### config.mk
export PLATFORM = sky130hd
export DESIGN_NAME = if_fetch
export DESIGN_NICKNAME = d
export VERILOG_FILES = /design/src/rtl/if_fetch.sv
export SDC_FILE = /design/constraint.sdc
export NUM_CORES = 1
export LEC_CHECK = 0
export ABC_AREA = 1
export CORE_UTILIZATION = 57
export DETAILED_ROUTE_END_ITERATION = 12
export HOLD_SLACK_MARGIN = 0.06
export PLACE_DENSITY = 0.86
export SETUP_SLACK_MARGIN = 0.02
export SKIP_CTS_REPAIR_TIMING = 1
export SYNTH_ARGS = -nofsm -noshare
export SYNTH_HDL_FRONTEND = slang
export SYNTH_SLANG_ARGS = --single-unit
### constraint.sdc
create_clock -name clk -period 2.5 [get_ports clk]
set_input_delay 0.5 -clock clk [delete_from_list [all_inputs] [get_ports clk]]
set_output_delay 0.5 -clock clk [all_outputs]
set_load 0.02 [all_outputs]
### src/rtl/if_fetch.sv
// ---------------------------------------------------------------------------
// if_fetch -- instruction fetch front end
//
// Owns the program counter and runs the instruction-bus request/acknowledge
// handshake. It holds one returned instruction and presents it to decode. It
// responds to the pipeline control block's jump redirect and hold levels.
//
// Ports
//   clk            system clock, all state changes on the rising edge
//   rst            synchronous active-high reset
//   jump_flag_i    redirect request from control (highest priority)
//   jump_addr_i    redirect target; bits [1:0] are dropped
//   hold_flag_i    hold level: 0 none, 1 PC, 2 IF, 3 ID (values >3 act as ID)
//   ibus_req_o     instruction bus request
//   ibus_addr_o    word-aligned fetch address (always the current PC)
//   ibus_ack_i     bus acknowledge, data valid in the same cycle
//   ibus_data_i    returned instruction word
//   inst_o         instruction presented to decode (NOP_INST when empty)
//   inst_addr_o    address of inst_o
//   inst_valid_o   inst_o is a real, unsquashed instruction
//   misalign_o     one-cycle pulse after a jump whose target had addr[1:0]!=0
//   fetch_cnt_o    number of instructions delivered to decode (wraps)
//
// States
//   state   | meaning
//   --------+----------------------------------------------------------------
//   S_IDLE  | one cycle after reset, no request
//   S_FETCH | request outstanding at r_pc, waiting for ack
//   S_STALL | instruction delivered under PC hold, waiting for hold release
//   S_HOLD  | ack taken under IF/ID hold, instruction parked in skid buffer
//   S_FLUSH | jump arrived with a request in flight; drain the stale ack
// ---------------------------------------------------------------------------
module if_fetch #(
    parameter logic [31:0] RESET_ADDR = 32'h0000_0000,
    parameter logic [31:0] NOP_INST   = 32'h0000_0013
) (
    input  logic        clk,
    input  logic        rst,
    input  logic        jump_flag_i,
    input  logic [31:0] jump_addr_i,
    input  logic [2:0]  hold_flag_i,
    output logic        ibus_req_o,
    output logic [31:0] ibus_addr_o,
    input  logic        ibus_ack_i,
    input  logic [31:0] ibus_data_i,
    output logic [31:0] inst_o,
    output logic [31:0] inst_addr_o,
    output logic        inst_valid_o,
    output logic        misalign_o,
    output logic [31:0] fetch_cnt_o
);

    typedef enum logic [2:0] {
        S_IDLE  = 3'd0,
        S_FETCH = 3'd1,
        S_STALL = 3'd2,
        S_HOLD  = 3'd3,
        S_FLUSH = 3'd4
    } state_t;

    state_t      r_state;
    state_t      w_next_state;

    logic [31:0] r_pc;
    logic [31:0] r_target;
    logic [31:0] r_skid_data;
    logic [31:0] r_skid_addr;
    logic [31:0] r_inst;
    logic [31:0] r_inst_addr;
    logic        r_inst_valid;
    logic        r_misalign;
    logic [31:0] r_fetch_cnt;

    logic [1:0]  w_hold_lvl;
    logic        w_hold_none;
    logic        w_hold_pc;
    logic        w_hold_if;
    logic [31:0] w_target;
    logic        w_req;

    // Control strobes from the next-state logic to the datapath.
    logic        w_squash;
    logic        w_pc_load_jump;
    logic        w_pc_load_latched;
    logic        w_pc_inc;
    logic        w_latch_target;
    logic        w_capture_skid;
    logic        w_deliver_bus;
    logic        w_deliver_skid;

    // Encodings above ID saturate to ID so an unexpected level freezes rather
    // than lets instructions through.
    assign w_hold_lvl  = (hold_flag_i > 3'b011) ? 2'b11 : hold_flag_i[1:0];
    assign w_hold_none = (w_hold_lvl == 2'b00);
    assign w_hold_pc   = (w_hold_lvl == 2'b01);
    assign w_hold_if   = w_hold_lvl[1];

    assign w_target    = {jump_addr_i[31:2], 2'b00};

    // The request is a pure function of state, so the address (r_pc) and the
    // request stay stable for as long as the FSM waits in S_FETCH/S_FLUSH.
    assign w_req       = (r_state == S_FETCH) || (r_state == S_FLUSH);

    assign ibus_req_o   = w_req;
    assign ibus_addr_o  = r_pc;
    assign inst_o       = r_inst;
    assign inst_addr_o  = r_inst_addr;
    assign inst_valid_o = r_inst_valid;
    assign misalign_o   = r_misalign;
    assign fetch_cnt_o  = r_fetch_cnt;

    // ------------------------------------------------------------------
    // State register
    // ------------------------------------------------------------------
    always_ff @(posedge clk) begin
        if (rst) begin
            r_state <= S_IDLE;
        end else begin
            r_state <= w_next_state;
        end
    end

    // ------------------------------------------------------------------
    // Next-state and control strobes
    // ------------------------------------------------------------------
    always_comb begin
        w_next_state      = r_state;
        w_squash          = 1'b0;
        w_pc_load_jump    = 1'b0;
        w_pc_load_latched = 1'b0;
        w_pc_inc          = 1'b0;
        w_latch_target    = 1'b0;
        w_capture_skid    = 1'b0;
        w_deliver_bus     = 1'b0;
        w_deliver_skid    = 1'b0;

        if (jump_flag_i) begin
            w_squash = 1'b1;
            if (w_req && !ibus_ack_i) begin
                // A request is in flight: it must complete at its original
                // address before the target can be fetched.
                w_latch_target = 1'b1;
                w_next_state   = S_FLUSH;
            end else begin
                // Nothing in flight, or the ack lands this cycle and is
                // dropped: the target can be requested immediately. Leaving
                // S_HOLD here is what empties the skid buffer.
                w_pc_load_jump = 1'b1;
                w_next_state   = S_FETCH;
            end
        end else begin
            case (r_state)
                S_IDLE: begin
                    w_next_state = S_FETCH;
                end
                S_FETCH: begin
                    if (ibus_ack_i) begin
                        if (w_hold_if) begin
                            w_capture_skid = 1'b1;
                            w_next_state   = S_HOLD;
                        end else begin
                            w_deliver_bus = 1'b1;
                            if (w_hold_pc) begin
                                w_next_state = S_STALL;
                            end else begin
                                w_pc_inc = 1'b1;
                            end
                        end
                    end
                end
                S_STALL: begin
                    if (w_hold_none) begin
                        w_pc_inc     = 1'b1;
                        w_next_state = S_FETCH;
                    end
                end
                S_HOLD: begin
                    if (!w_hold_if) begin
                        w_deliver_skid = 1'b1;
                        if (w_hold_pc) begin
                            w_next_state = S_STALL;
                        end else begin
                            w_pc_inc     = 1'b1;
                            w_next_state = S_FETCH;
                        end
                    end
                end
                S_FLUSH: begin
                    if (ibus_ack_i) begin
                        w_pc_load_latched = 1'b1;
                        w_next_state      = S_FETCH;
                    end
                end
                default: begin
                    w_next_state = S_IDLE;
                end
            endcase
        end
    end

    // ------------------------------------------------------------------
    // Datapath: PC, jump target, skid buffer, decode outputs, counter
    // ------------------------------------------------------------------
    always_ff @(posedge clk) begin
        if (rst) begin
            r_pc         <= RESET_ADDR;
            r_target     <= RESET_ADDR;
            r_skid_data  <= NOP_INST;
            r_skid_addr  <= 32'h0000_0000;
            r_inst       <= NOP_INST;
            r_inst_addr  <= 32'h0000_0000;
            r_inst_valid <= 1'b0;
            r_misalign   <= 1'b0;
            r_fetch_cnt  <= 32'h0000_0000;
        end else begin
            r_misalign <= jump_flag_i && (jump_addr_i[1:0] != 2'b00);

            // The PC is not advanced while parked in S_HOLD, so on release it
            // still equals the skid address and +4 gives the next fetch.
            if (w_pc_load_jump) begin
                r_pc <= w_target;
            end else if (w_pc_load_latched) begin
                r_pc <= r_target;
            end else if (w_pc_inc) begin
                r_pc <= r_pc + 32'd4;
            end

            if (w_latch_target) begin
                r_target <= w_target;
            end

            if (w_capture_skid) begin
                r_skid_data <= ibus_data_i;
                r_skid_addr <= r_pc;
            end

            if (w_squash) begin
                r_inst       <= NOP_INST;
                r_inst_valid <= 1'b0;
            end else if (w_deliver_bus) begin
                r_inst       <= ibus_data_i;
                r_inst_addr  <= r_pc;
                r_inst_valid <= 1'b1;
                r_fetch_cnt  <= r_fetch_cnt + 32'd1;
            end else if (w_deliver_skid) begin
                r_inst       <= r_skid_data;
                r_inst_addr  <= r_skid_addr;
                r_inst_valid <= 1'b1;
                r_fetch_cnt  <= r_fetch_cnt + 32'd1;
            end
        end
    end

endmodule

==> impl_results.md, run 1 <==
* Cell area after synthesis at about 11000 µm²
* Part of the power in registers at 0.449
* Final slew viol count at 0
* Number of nets in the finished design at roughly 1900
* Transition time of the tightest slew-check pin at approximately 560 ps
* Antenna violations before repair at 0
* Placeable core region at between 15000 and 20000 µm²
* Internal Power at approximately 6.5 mW
* Share of the synthesized area in the top cell type at 0.4174
* Largest cells by area after synthesis: dfxtp_1 42%, nand2_1 15%, inv_1 7.5%
* Number of cells on the worst hold path at 2
* Placed wire-length estimate after detailed placement at 21.09 mm
* Instance area after placement at 13200 µm²
* CTS Root Cell: clkbuf_16
* Maximum operating frequency at about 0.44 GHz
* Area of combinational cells with multiple inputs at just over 5000 µm²
* Class of the tightest hold or removal check: reg -> reg
* Fraction of power spent switching nets at 0.2611
* Classification of the worst setup path: reg -> out
* Outcome: finished, final reports clean
* Vias in the first global route at between 10000 and 15000
* Mean area per synthesized cell at between 6 and 7 µm²
* Final setup fails at 0
* Growth of design area from synthesis to finish at 28.95%
* Crit path required time at 2000 ps
* Worst-path cell chain: clkdlybuf4s50_1
* Number of filler instances in the final layout at 1479
* Register-to-Register Path Depth at 9
* Detail-routed via count per cell at about 5.5
* Leakage power summed over all cells at 5.584 nW
* DRC violation count after routing at 0
* Gpl congestion at 0.9191
* First-pass detailed-route iteration total at 7
* Cell taking the most area after synthesis: dfxtp_1
* Global-route congestion overflow total at 0
* Worst-skew pair later-pin latency at around 510 ps
* CTS tree: built
* Seq/Total Area, Yosys at 0.4174
* Maximum number of pins on one net before global-route repair at 70
* Worst vdd ir at 584.8 µV
* Final period utilization at 0.9011
* Power density over the cells at 624.2 nW/µm²
* Post-placement setup slack at between 150 and 200 ps
* Startpoint of the tightest hold check path: r_target[2]
* Core Rows at 50
* Share of layout cells above drive strength 1 at 0.06049
* # clock sinks at 227
* RR Startpoint: ibus_addr_o[2]
* Die Width at between 100 and 150 µm
* Worst-case clock skew at around 12 ps
* Antenna viol nets, final at 0
* Worst path setup slack after routing at ~250 ps
* First-pass GRT wire length at about 50 mm
* CP peak stage delay at about 700 ps
* Routed len/inst at 15.01 µm
* Total of max-cap violations at 0
* Top sig layer: met4
* Final cell area excluding filler cells at around 14000 µm²
* Clock tree buffer depth at 3
* Family of cells with the greatest summed delay on the critical path: buffers and inverters
* Startpoint type of the worst setup path: register
* Final routed wirelength across all metal layers at about 31 mm
* Number of instances in the placed design at ~2000
* Slack of the worst reg-to-reg path at 510 ps
* Count of routing violations after the opening detailed-route iteration at between 700 and 800
* Routed vias at around 11000
* Endpoint, Worst Hold: r_target[2]
* Number of instances in the synthesized netlist at about 1600
* Switching component of the power at 2.288 mW
* N_diodes at 0
* Max Fanout on Critical Path at 7
* Floorplan die area at approximately 20000 µm²
* Maximum level of the CTS H-tree at 1
* Max_slew headroom at 0.6257
* Met3 routed wirelength at between 2 and 2.5 mm
* Seq cells post-synth at about 230
* Proportion of power drawn by the clock network at 0.423
* Crit. End Element: output pin
* Starting utilization of the core area at 0.5821
* Setup TNS at 0 ps
* Total nets after synthesis at ~1700
* Signal arrival time at the worst endpoint at about 1800 ps
* Number of buffers added by the clock tree synthesis step at 25
* Relative contribution of combinational cells to total power at 0.129
* Clock input transition at the sequential cells of the worst setup and hold paths at approximately 60 ps
* Ports placed on the boundary at between 200 and 250
* Final standard cell count with taps included and fillers excluded at 2036
* Die height at around 140 µm
* RSZ-0062 raised after global routing: false
* Number of different library cells in the post-synthesis netlist at 36
* Wire length on met1 at 12.97 mm
* Number of buffers and inverters on the critical path at 1
* Overall routing resource usage at 0.3047
* Met2 Routed Length at 14.35 mm
* Cell with the largest stage delay on the worst path: clkdlybuf4s50_1
* Count of final hold-check violations at 0
* Minimum clock period at about 2300 ps
* FF-to-FF End: ibus_addr_o[12]
* Port bufs at 201
* Yosys Warn Count at 0
* Sequential cell area at ~4500 µm²
[worst reg2reg max path: cells and delay by family, from the launching register on]
kind / cells / cell delay (ps)
flip-flops: 1 / 420
AO/OA/AOI/OAI: 2 / 360
buffers and inverters: 1 / 170
XOR/XNOR: 1 / 130
adder cells (fa/ha/maj): 1 / 230
AND/OR/NAND/NOR: 4 / 570
[per-layer routing]
layer / GRT usage / up-vias
met5: 0 / -
met2: 0.5066 / 487
li1: - / 5539
met3: 0.04205 / 71
met1: 0.4031 / 5076
met4: 0.1134 / 0
[power by group through the flow]
stage / sequential, mW / combinational (mW) / clock, mW
6_report: 3.93 / 1.13 / 3.70
5_1_grt: 3.95 / 1.24 / 3.90
4_1_cts: 3.93 / 1.12 / 3.75
3_5_place_dp: 4.00 / 1.11 / 0
3_3_place_gp: 4.00 / 1.08 / 0
2_1_floorplan: 4.03 / 0.589 / 0
[layout by cell type (no fill, tap or decap), types with 2 or more instances in the layout]
cell type / instances
nand4_1: 14
inv_1: 219
nor2_2: 6
inv_2: 7
or2_2: 3
xor2_1: 14
o21a_1: 2
o21ai_0: 140
buf_12: 9
nand2_2: 5
clkinv_2: 2
nand3_2: 4
dfxtp_1: 227
ha_1: 2
nor2_1: 85
xnor2_1: 2
a31oi_1: 13
nand3b_1: 7
o211ai_1: 55
nand2_1: 433
clkbuf_1: 5
o221ai_1: 14
nor3b_1: 3
nor3_1: 20
a21oi_1: 164
clkdlybuf4s50_1: 200
clkbuf_16: 25
nand3_1: 61
o21ai_1: 9
buf_4: 28
nor2_4: 4
clkbuf_8: 10
[worst max-delay path by stage]
stage                                from               to  slack [ps]  depth (start not counted)
after global placement        jump_flag_i   ibus_addr_o[9]         200                          8
after floorplan            fetch_cnt_o[0]  fetch_cnt_o[30]         750                         10
after global routing      ibus_addr_o[14]  ibus_addr_o[14]         210                          1
after detailed placement   hold_flag_i[1]        inst_o[8]         150                         12
final                     ibus_addr_o[14]  ibus_addr_o[14]         250                          1
after CTS                      r_state[0]       ibus_req_o          80                          4
[cell usage after synthesis (all sizes together)]
master    n
o21a      2
a31oi    13
nor3     21
dfxtp   227
xnor2     2
ha        2
nand3    65
or2       3
a21oi   164
o21ai   149
o221ai   14
nand2   438
nand3b    7
clkinv    2
clkbuf   45
nor3b     3
o21bai    1
xor2     14
nand4    15
a21o      1
buf      39
nor2     95
o211ai   55
inv     226
[cell families after synthesis]
group           Yosys count  share of synthesized area
xor+xnor                 16                    0.01287
buf+inv                 312                     0.1150
compound gates          399                     0.2033
fa+ha+maj                 2                   0.002298
flops                   227                     0.4174
simple gates            647                     0.2491
[flip-flops by register name, indices dropped and copies added (netlist names)]
signal / count
fetch_cnt_o: 32
ibus_addr_o: 32
inst_addr_o: 32
inst_o: 32
inst_valid_o: 1
misalign_o: 1
r_skid_addr: 32
r_skid_data: 32
r_state: 3
r_target: 30
[cell type report]
cell class	count	share of cell area
tap	234	0.02085
timing repair buffer	238	0.1713
clock inverter	5	0.004010
inverter	228	0.06114
multi-input combinational	1064	0.3633
sequential	227	0.3237
clock buffer	40	0.05570
[metrics by stage]
step	utilization	power [mW]	hold WS, ps
final	0.7506	8.763	447.3
after global routing	0.7506	9.095	459.1
after CTS	0.7504	8.795	446.0
after detailed placement	0.7056	5.112	436.3
after global placement	0.7056	5.083	427.5
after floorplan	-	4.623	420.5
Note: power is estimated with default switching activity, not from simulation.
==> run 2, diff against run 1 <==
DONT_BUFFER_PORTS = 1   (was not set)
GPL_TIMING_DRIVEN = 0   (was not set)
PLACE_DENSITY = 0.72   (was 0.86)
TNS_END_PERCENT = 20   (was not set)
==> run 2 against run 1 <==
  * Design area is 14% lower
  * Register-to-register slack worse by 310 ps
  * Critical path depth rose by 9
  * Die area unchanged
  * Sequential power increased by 2%
  * Clock skew decreased by 2.1 ps
  * First-iteration DRC count shrank 8.3%
==> impl_results.md, run 2 (synthesis gave the netlist of run 1 again) <==
* Switching component of the power at 2.260 mW (was 2.288 mW)
* CP peak stage delay at 640 ps (was 700 ps)
* Clock input transition at the sequential cells of the worst setup and hold paths at 60 ps (about the same)
* Final Core Density at 0.6427 (was 0.7506)
* Outcome: finished, final reports clean (unchanged)
* Proportion of power drawn by the clock network at 0.435 (was 0.423)
* Number of cells on the worst hold path at 2 (unchanged)
* Commonest cells after routing, fill and taps aside: 434 x nand2_1, 227 x dfxtp_1, 219 x inv_1, 164 x a21oi_1, 140 x o21ai_0 (was 433 x nand2_1, 227 x dfxtp_1, 219 x inv_1, 200 x clkdlybuf4s50_1, 164 x a21oi_1)
* Classification of the worst setup path: reg -> reg (was reg -> out)
* Routed vias at 10530 (was 11170)
* Gpl congestion at 0.9485 (was 0.9191)
* Worst-path cell chain: ha_1 -> nand2_1 -> nor2_1 -> nand2_1 -> nor2_2 -> nand3_1 -> nand2_1 -> nand3_1 -> a21oi_1 -> nor2_1 (was clkdlybuf4s50_1)
* Worst path most repeated cell: nand2_1
* Family of cells with the greatest summed delay on the critical path: simple AND/OR/NAND/NOR gates (was buffers and inverters)
* Power density over the cells at 711.5 nW/µm² (was 624.2 nW/µm²)
* Signal arrival time at the worst endpoint at 2710 ps (was 1750 ps)
* Vias in the first global route at 9771 (was 10240)
* Antenna viol nets, final at 0 (unchanged)
* Internal Power at 6.294 mW (was 6.476 mW)
* Growth of design area from synthesis to finish at 10.42% (was 28.95%)
* Number of buffers added by the clock tree synthesis step at 24 (was 25)
* # clock sinks at 227 (unchanged)
* Crit. End Element: register (was output pin)
* CTS Root Cell: clkbuf_16 (unchanged)
* CP startpoint: ibus_addr_o[3] (was ibus_addr_o[14])
* Startpoint of the tightest hold check path: ibus_data_i[1] (was r_target[2])
* Core Rows at 50 (unchanged)
* Fraction of power spent switching nets at 0.2642 (was 0.2611)
* Global-route congestion overflow total at 0 (unchanged)
* Count of routing violations after the opening detailed-route iteration at 695 (was 758)
* Part of the power in registers at 0.471 (was 0.449)
* Max_slew headroom at 0.4852 (was 0.6257)
* Endpoint, Worst Hold: r_skid_data[1] (was r_target[2])
* First-pass detailed-route iteration total at 5 (was 7)
* Worst vdd ir at 549.6 µV (was 584.8 µV)
* Leading cell type in the layout, fill and taps excluded: nand2_1 (unchanged)
* CTS tree: built (unchanged)
* Detail-routed via count per cell at 5.596 (was 5.488)
* Share of layout cells above drive strength 1 at 0.06557 (was 0.06049)
* Setup TNS at 0 ps (unchanged)
* Floorplan die area at 19660 µm² (unchanged)
* N_diodes at 0 (unchanged)
* Placeable core region at 18710 µm² (unchanged)
* RSZ-0062 raised after global routing: false (unchanged)
* Count of final hold-check violations at 0 (unchanged)
* Placed wire-length estimate after detailed placement at 24.08 mm (was 21.09 mm)
* Port bufs at 0 (was 201)
* Maximum level of the CTS H-tree at 1 (unchanged)
* Antenna violations before repair at 0 (unchanged)
* Number of cells on the critical path at 10 (was 1)
* Minimum clock period at 2300 ps (was 2253 ps)
* Relative contribution of combinational cells to total power at 0.095 (was 0.129)
* Max Fanout on Critical Path at 7 (unchanged)
* Startpoint type of the worst setup path: register (unchanged)
* DRC violation count after routing at 0 (unchanged)
* Leakage power summed over all cells at 4.830 nW (was 5.584 nW)
* Maximum operating frequency at 0.4347 GHz (was 0.4439 GHz)
* First-pass GRT wire length at 51.36 mm (was 49.25 mm)
* Total of max-cap violations at 0 (unchanged)
* Final setup fails at 0 (unchanged)
* Cell with the largest stage delay on the worst path: dfxtp_1 (was clkdlybuf4s50_1)
* Final slew viol count at 0 (unchanged)
* Class of the tightest hold or removal check: in -> reg (was reg -> reg)
* Crit path required time at 2910 ps (was 2000 ps)
* RR Startpoint: ibus_addr_o[3] (was ibus_addr_o[2])
* Worst-skew pair later-pin latency at 520 ps (was 510 ps)
* Routed len/inst at 17.16 µm (was 15.01 µm)
* Register-to-Register Path Depth at 10 (was 9)
* Clock tree buffer depth at 3 (unchanged)
* Number of nets in the finished design at 1702 (was 1857)
* Final period utilization at 0.9201 (was 0.9011)
* Number of buffers and inverters on the critical path at 0 (was 1)
* Die Width at 140.2 µm (unchanged)
* Worst-case clock skew at 9.906 ps (was 11.96 ps)
* Die height at 140.2 µm (unchanged)
* Ports placed on the boundary at 202 (unchanged)
* Overall routing resource usage at 0.3270 (was 0.3047)
* Starting utilization of the core area at 0.5821 (unchanged)
* Slack of the worst reg-to-reg path at 200 ps (was 510 ps)
* Final routed wirelength across all metal layers at 32.28 mm (was 30.56 mm)
* Maximum number of pins on one net before global-route repair at 15 (was 70)
* FF-to-FF End: ibus_addr_o[24] (was ibus_addr_o[12])
* Transition time of the tightest slew-check pin at 772.3 ps (was 557.2 ps)
[run 2: cell types whose count changed in the layout (fill, tap and decap cells not counted), moves of 2 or more]
cell / before / now
buf_1: 0 / 2
buf_12: 9 / 0
buf_2: 0 / 29
buf_4: 28 / 5
buf_6: 0 / 3
clkbuf_1: 5 / 47
clkbuf_2: 0 / 3
clkbuf_8: 10 / 8
clkdlybuf4s50_1: 200 / 0
[run 2: per-stage QoR]
stage          cells  hold WS, ps  power (mW)  worst slack [ps]  area (µm²)
4_1_cts         1881        94.84       8.574             239.2       12020
3_5_place_dp    1837        437.2       4.891             109.6       11180
5_1_grt         1881        113.8       8.867             82.39       12020
2_1_floorplan   1603        420.5       4.623             752.1       10890
6_report        1881        100.1       8.554             199.7       12020
3_3_place_gp    1837        433.8       4.877             148.5       11180
[run 2: area by class of cell]
class	instances	area [µm²]
fill	1737	6683
sequential	227	4544
clock inverter	6	85.08
multi-input combinational	1064	5094
tap	234	292.8
buffer	84	396.6
clock buffer	38	754.5
inverter	228	855.8
[run 2: layer usage]
metal,vias up,GRT usage,share of wire
li1,5251,-,-
met1,4778,0.4068,0.41
met2,422,0.5392,0.46
met3,76,0.08479,0.092
met4,0,0.1319,0.035
met5,-,0,0
[run 2: worst max-delay path by stage]
stage / to / slack, ps
6_report: ibus_addr_o[24] / 200
5_1_grt: ibus_addr_o[24] / 80
4_1_cts: ibus_addr_o[24] / 240
3_5_place_dp: r_target[30] / 110
3_3_place_gp: r_target[27] / 150
2_1_floorplan: fetch_cnt_o[30] / 750
[run 2: power by group through the flow]
stage | sequential (mW) | clock (mW) | combinational (mW)
after floorplan | 4.03 | 0 | 0.589
after global placement | 4.10 | 0 | 0.781
after detailed placement | 4.10 | 0 | 0.793
after CTS | 4.02 | 3.76 | 0.799
after global routing | 4.04 | 3.92 | 0.910
final | 4.02 | 3.72 | 0.810
